===== src/rtl/alu_sequencer_pkg.sv =====
// alu_sequencer_pkg: shared ALU op codes, request op codes, FSM states and flag bit indices
package alu_sequencer_pkg;
  typedef enum logic [2:0] {
    ALU_ADD = 3'b000,
    ALU_OR  = 3'b001,
    ALU_XOR = 3'b010,
    ALU_AND = 3'b011,
    ALU_SR  = 3'b100,
    ALU_SL  = 3'b101
  } alu_op_e;
  typedef enum logic [3:0] {
    OP_ADC = 4'd0,
    OP_SBC = 4'd1,
    OP_AND = 4'd2,
    OP_ORA = 4'd3,
    OP_EOR = 4'd4,
    OP_ASL = 4'd5,
    OP_LSR = 4'd6,
    OP_ROL = 4'd7,
    OP_ROR = 4'd8,
    OP_CMP = 4'd9
  } req_op_e;
  typedef enum logic [2:0] {S_IDLE, S_P1, S_P2, S_P3, S_DONE} state_e;
  localparam int P_C = 0;
  localparam int P_Z = 1;
  localparam int P_V = 6;
  localparam int P_N = 7;
  localparam int F_C = 0;
  localparam int F_Z = 1;
  localparam int F_V = 2;
  localparam int F_N = 3;
endpackage


===== src/rtl/alu_sequencer_bcd_adjust.sv =====
// alu_sequencer_bcd_adjust: nibble half-carry and decimal correction enables/constants for ADC and SBC
module alu_sequencer_bcd_adjust (
  input  logic [3:0] a_lo,
  input  logic [3:0] b_lo,
  input  logic       cin,
  input  logic       sub,
  input  logic [7:0] bin_y,
  input  logic       bin_c,
  output logic       lo_en,
  output logic       hi_en,
  output logic [7:0] lo_k,
  output logic [7:0] hi_k
);
  logic [4:0] nib;
  assign nib = {1'b0, a_lo} + {1'b0, sub ? ~b_lo : b_lo} + {4'b0, cin};
  assign lo_en = sub ? ~nib[4] : nib > 5'd9;
  assign hi_en = sub ? ~bin_c : bin_y > 8'h99 || bin_c;
  assign lo_k = sub ? 8'hFA : 8'h06;
  assign hi_k = sub ? 8'hA0 : 8'h60;
endmodule


===== src/rtl/alu_sequencer.sv =====
// alu_sequencer: sequences a single-pass ALU through multi-pass 6502 ops (SBC, CMP, rotates, decimal ADC/SBC)
module alu_sequencer
  import alu_sequencer_pkg::*;
#(
  parameter logic DEC_EN = 1'b1
) (
  input  logic       clk,
  input  logic       resetn,
  input  logic       req_valid,
  output logic       req_ready,
  input  logic [3:0] req_op,
  input  logic [7:0] req_a,
  input  logic [7:0] req_b,
  input  logic       req_c,
  input  logic       req_d,
  output logic       rsp_valid,
  input  logic       rsp_ready,
  output logic [7:0] rsp_y,
  output logic [3:0] rsp_flags,
  output logic       rsp_err,
  output logic [2:0] alu_ctrl,
  output logic [7:0] alu_ai,
  output logic [7:0] alu_bi,
  output logic       alu_cin,
  input  logic [7:0] alu_y,
  input  logic       alu_cout,
  input  logic       alu_vout
);
  state_e st, nxt;
  logic [3:0] op_r, b_lo_r;
  logic [7:0] a_r, lo_k, hi_k, bi_p1;
  logic [2:0] ctrl_p1;
  logic c_r, dec_r, hi_r, cy_r, v_r, c_n, v_n, cin_p1;
  logic lo_en, hi_en, rot, arith, pass, accept;
  alu_sequencer_bcd_adjust u_bcd (
    .a_lo  (a_r[3:0]),
    .b_lo  (b_lo_r),
    .cin   (c_r),
    .sub   (op_r == OP_SBC),
    .bin_y (alu_y),
    .bin_c (alu_cout),
    .lo_en (lo_en),
    .hi_en (hi_en),
    .lo_k  (lo_k),
    .hi_k  (hi_k)
  );
  assign req_ready = st == S_IDLE;
  assign accept = req_valid && req_ready;
  assign rot = op_r == OP_ROL || op_r == OP_ROR;
  assign arith = op_r == OP_ADC || op_r == OP_SBC;
  assign pass = st == S_P1 || st == S_P2 || st == S_P3;
  always_comb begin
    nxt = st == S_IDLE ? (accept ? (req_op <= OP_CMP ? S_P1 : S_DONE) : S_IDLE)
        : st == S_P1 ? ((rot || (dec_r && lo_en)) ? S_P2 : (dec_r && hi_en) ? S_P3 : S_DONE)
        : st == S_P2 ? (hi_r ? S_P3 : S_DONE)
        : st == S_P3 ? S_DONE
        : rsp_ready ? S_IDLE : S_DONE;
    ctrl_p1 = req_op == OP_AND ? ALU_AND : req_op == OP_ORA ? ALU_OR : req_op == OP_EOR ? ALU_XOR
            : (req_op == OP_ASL || req_op == OP_ROL) ? ALU_SL
            : (req_op == OP_LSR || req_op == OP_ROR) ? ALU_SR : ALU_ADD;
    bi_p1 = (req_op == OP_SBC || req_op == OP_CMP) ? ~req_b : req_b;
    cin_p1 = req_op == OP_CMP || (req_op <= OP_SBC && req_c);
    // carry: add chain on P1, shifted-out bit for shifts, forced by the decimal high adjust
    c_n = st == S_P1 ? ((arith || op_r == OP_CMP) ? alu_cout
                        : (op_r == OP_ASL || op_r == OP_ROL) ? a_r[7]
                        : (op_r == OP_LSR || op_r == OP_ROR) ? a_r[0] : c_r)
        : st == S_P3 ? op_r == OP_ADC : cy_r;
    v_n = st == S_P1 ? arith && alu_vout : v_r;
  end
  always_ff @(posedge clk or negedge resetn)
    if (!resetn) begin
      st <= S_IDLE;
      op_r <= '0;
      a_r <= '0;
      b_lo_r <= '0;
      c_r <= 1'b0;
      dec_r <= 1'b0;
      hi_r <= 1'b0;
      cy_r <= 1'b0;
      v_r <= 1'b0;
      rsp_valid <= 1'b0;
      rsp_y <= '0;
      rsp_flags <= '0;
      rsp_err <= 1'b0;
      alu_ctrl <= ALU_ADD;
      alu_ai <= '0;
      alu_bi <= '0;
      alu_cin <= 1'b0;
    end else begin
      st <= nxt;
      if (accept) begin
        op_r <= req_op;
        a_r <= req_a;
        b_lo_r <= req_b[3:0];
        c_r <= req_c;
        dec_r <= DEC_EN && req_d && (req_op <= OP_SBC);
        rsp_err <= nxt == S_DONE;
        alu_ctrl <= ctrl_p1;
        alu_ai <= req_a;
        alu_bi <= bi_p1;
        alu_cin <= cin_p1;
      end
      if (accept && nxt == S_DONE) begin
        rsp_valid <= 1'b1;
        rsp_y <= req_a;
        rsp_flags <= '0;
      end
      if (pass) begin
        cy_r <= c_n;
        v_r <= v_n;
      end
      if (st == S_P1)
        hi_r <= dec_r && hi_en;
      // next pass always works on the byte just produced
      if (pass && nxt != S_DONE) begin
        alu_ctrl <= (nxt == S_P2 && rot) ? ALU_OR : ALU_ADD;
        alu_ai <= alu_y;
        alu_bi <= nxt == S_P3 ? hi_k : !rot ? lo_k : op_r == OP_ROL ? {7'b0, c_r} : {c_r, 7'b0};
        alu_cin <= 1'b0;
      end
      if (pass && nxt == S_DONE) begin
        rsp_valid <= 1'b1;
        rsp_y <= op_r == OP_CMP ? a_r : alu_y;
        rsp_flags[F_N] <= alu_y[7];
        rsp_flags[F_V] <= v_n;
        rsp_flags[F_Z] <= alu_y == 8'h00;
        rsp_flags[F_C] <= c_n;
      end
      if (st == S_DONE && rsp_ready)
        rsp_valid <= 1'b0;
    end
endmodule


===== config.mk =====
export PLATFORM = sky130hd
export DESIGN_NAME = alu_sequencer
export DESIGN_NICKNAME = d
export VERILOG_FILES = /design/src/rtl/alu_sequencer_pkg.sv /design/src/rtl/alu_sequencer_bcd_adjust.sv /design/src/rtl/alu_sequencer.sv
export SDC_FILE = /design/constraint.sdc
export NUM_CORES = 1
export LEC_CHECK = 0
export BUFFER_PORTS_ARGS = -buffer_cell sky130_fd_sc_hd__buf_2
export CAP_MARGIN = 20
export CELL_PAD_IN_SITES_DETAIL_PLACEMENT = 1
export CELL_PAD_IN_SITES_GLOBAL_PLACEMENT = 1
export CORE_ASPECT_RATIO = 0.5
export CORE_MARGIN = 3
export CORE_UTILIZATION = 42
export DETAILED_ROUTE_END_ITERATION = 12
export MAX_ROUTING_LAYER = met4
export PLACE_DENSITY = 0.85
export SETUP_SLACK_MARGIN = 0.15
export SKIP_LAST_GASP = 1
export SLEW_MARGIN = 20
export SYNTH_ARGS = -nofsm -noshare
export SYNTH_HDL_FRONTEND = slang
export SYNTH_SLANG_ARGS = --single-unit

===== constraint.sdc =====
create_clock -name clk -period 4.55 [get_ports clk]
set_input_delay 0.91 -clock clk [delete_from_list [all_inputs] [get_ports clk]]
set_output_delay 0.91 -clock clk [all_outputs]
set_load 0.005 [all_outputs]

==> run metrics <==
first-pass GRT wire length approximately 16 mm; Post-DP HPWL 6.957 mm; Hold Fails Final Rpt 0; Placed Instance Area ~3700 sq um; most frequent cells in the layout 89 x nand2_1, 70 x buf_2, 58 x dfrtp_1, 31 x mux2i_1, 18 x nor2_1; Syn Nets 392; crit path time final approximately 4.0 ns; Post-CTS Setup Bufs 0; Crit path required time 4.76 ns; H-tree levels 3; met3 WL post-DR 540 microns; clk slew on worst S/H paths around 0.050 ns; Die Area around 9000 sq um; post-route cell area slightly above 4000 sq um; sequential share of the synthesized area a little over two fifths; routability cong. 0.8391; Area Overhead vs Synth 21.16%; Async SR Flop Fraction 100.0%; highest metal used met4; detailed-route DRC error count 0; fillers 886; Top cell by count, worst path fa_1; Pre-antenna DRT Iters 4; max_slew headroom between 20% and 30%; antenna cells 0; top_reg_cell synth dfrtp_1; vias post-DR 2899; final setup fails 0; initial DRC count approximately 200; Worst Tran Pin Value roughly 1.0 ns; met1 WL 4.556 mm; crit path cell chain nor4b_4, buf_4, xor2_1, fa_1, fa_1, a21o_1, a21oi_1, o211ai_1, nand2_1, nand3_4, mux2_4; CTS Hold Buffers Added 0; Total GRT Usage between 20% and 30%; largest net degree at the start of global routing 59; Post-synth EDFFs 0; Max Cap Violations 0; io pins 71; TritonCTS clock tree built; Cells after Synth 351; Peak supply drop 0.2982 mV; Final Cycle Share 87.76%; critical hold path startpoint rsp_err; Fmax 250.4 MHz; Post-Syn Area 3341 sq um; Die Y-Extent 69.07 microns; Final ANT Viol Nets 0; WL final 10.09 mm; worst-path fanout max 20; Worst Clk Skew 0.006907 ns; synth warn 0; Root Driver clkbuf_16; I/O Buffers 70; #FFs+latches synth 58; Layout Nets 456; Final Worst Setup Slack approximately 0.56 ns; clk_lat worst skew 0.33 ns; gr ovfl total 0; Data arrival, critical path 4.20 ns; RSZ-0062 raised after global routing false; Num CTS Buffers 9; setup_tns 0 ns; PwrDens 733.5 nW/um^2; TritonCTS Sinks a little under 60; Critical-path top delay cell dfrtp_1; clk buf depth 2; Crit. End Element register; Yosys cell types 52; die width 132.1 microns; status complete, no violations; Wirelength per Cell 19.10 microns; number of global-route vias before repair 3119; critical path class register to register; Total Power 2.969 mW; share of cells above drive strength 1 25.48%; commonest non-fill, non-tap cell in the layout nand2_1; leakage power roughly 2.0 nW; critical path launch point type register; FF-to-FF Start op_r[1]; CP startpoint op_r[1]; Starting Density 44.46%; # rows 22; core footprint 7515 sq um; Worst path max stage delay 0.55 ns; hold crit path type register to register; Resized Gates After CTS 0; Mean Syn Cell Area 9.518 sq um; reg2reg setup slack roughly 0.56 ns; Via density 5.491; pre-CTS setup slack between 0.7 and 0.8 ns; Final Slew Violations 0; antenna violations before repair 0; met2 WL 4.759 mm
-- registers in the layout, indices dropped and copies added (netlist names) --
signal and cells:
a_r 8, alu_ai 8, alu_bi 8, alu_cin 1, alu_ctrl 3, b_lo_r 4, c_r 1, cy_r 1
dec_r 1, hi_r 1, op_r 4, rsp_err 1, rsp_flags 4, rsp_valid 1, rsp_y 8, st 3
v_r 1
-- cells by family (layout without fill, tap and decap cells) --
kind of cell             count (synthesis)  count (layout)  share of synthesized area [%]
AND/OR/NAND/NOR                        146             146                          20.90
flip-flops                              58              58                          43.45
AO/OA/AOI/OAI                           57              57                          11.54
multiplexers                            41              41                          13.56
buffers and inverters                   30              99                          4.569
XOR/XNOR                                14              14                          3.670
adder cells (fa/ha/maj)                  5               5                          2.322
-- final timing paths --
path	end	cells after the start
max	alu_ai[0]	11
min	rsp_err	2
max reg2reg	alu_ai[0]	11
min reg2reg	rsp_err	2
max in group asynchronous	b_lo_r[3]	2
min in group asynchronous	rsp_y[3]	2
-- metal layers --
metal,track usage (%),vias up
li1,-,1340
met1,30.31,1449
met2,36.38,85
met3,5.248,25
met4,8.382,0
met5,-,-
-- synth_stat cells (2+ instances only) --
cell type	n	area, sq um
a21oi_1	14	70.07
a31oi_1	3	18.77
and2_1	4	25.02
buf_1	3	11.26
buf_2	5	25.02
buf_6	4	45.04
clkbuf_1	9	33.78
dfrtp_1	58	1451
fa_1	2	40.04
ha_1	3	37.54
inv_1	8	30.03
mux2_2	2	22.52
mux2_4	8	120.1
mux2i_1	31	310.3
nand2_1	89	334.1
nand2b_1	2	12.51
nand3_1	3	15.01
nand3_4	2	35.03
nor2_1	18	67.56
nor2b_1	3	18.77
nor3_1	8	40.04
nor3b_1	4	30.03
nor4b_1	3	26.28
o211ai_1	5	37.54
o21ai_0	17	85.08
o32a_1	3	30.03
o41ai_1	2	17.52
or3_1	2	12.51
xnor2_1	7	61.31
xor2_1	7	61.31
-- critical path, delay by kind of cell, from the launching register on --
kind            cells  cell delay, ns
compound gates      3            0.66
mux                 1            0.41
simple gates        3            1.04
flops               1            0.55
xor+xnor            1            0.10
buf+inv             1            0.24
fa+ha+maj           2            0.86
-- report_power, final --
group	switching [mW]	internal (mW)
Sequential	0.241	0.755
Combinational	0.694	0.585
Clock	0.242	0.452
Total	1.18	1.79
-- area by class of cell --
class                   instances  area [sq um]  area share, %
multi-input cells             263          1737          42.91
repair buffers                 75         387.9          9.583
inverters                       8         30.03         0.7419
clock buffers                  12         256.5          6.337
well taps                     108         135.1          3.338
clock inverters                 4         50.05          1.236
flip-flops and latches         58          1451          35.86
-- stage by stage --
step	util, %	hold slack [ns]	cells
2_1_floorplan	-	0.4456	351
3_3_place_gp	49.78	0.4578	512
3_5_place_dp	49.78	0.4618	512
4_1_cts	53.86	0.4744	528
5_1_grt	53.86	0.4997	528
6_report	53.86	0.4692	528
(Power assumes the default switching activity.)
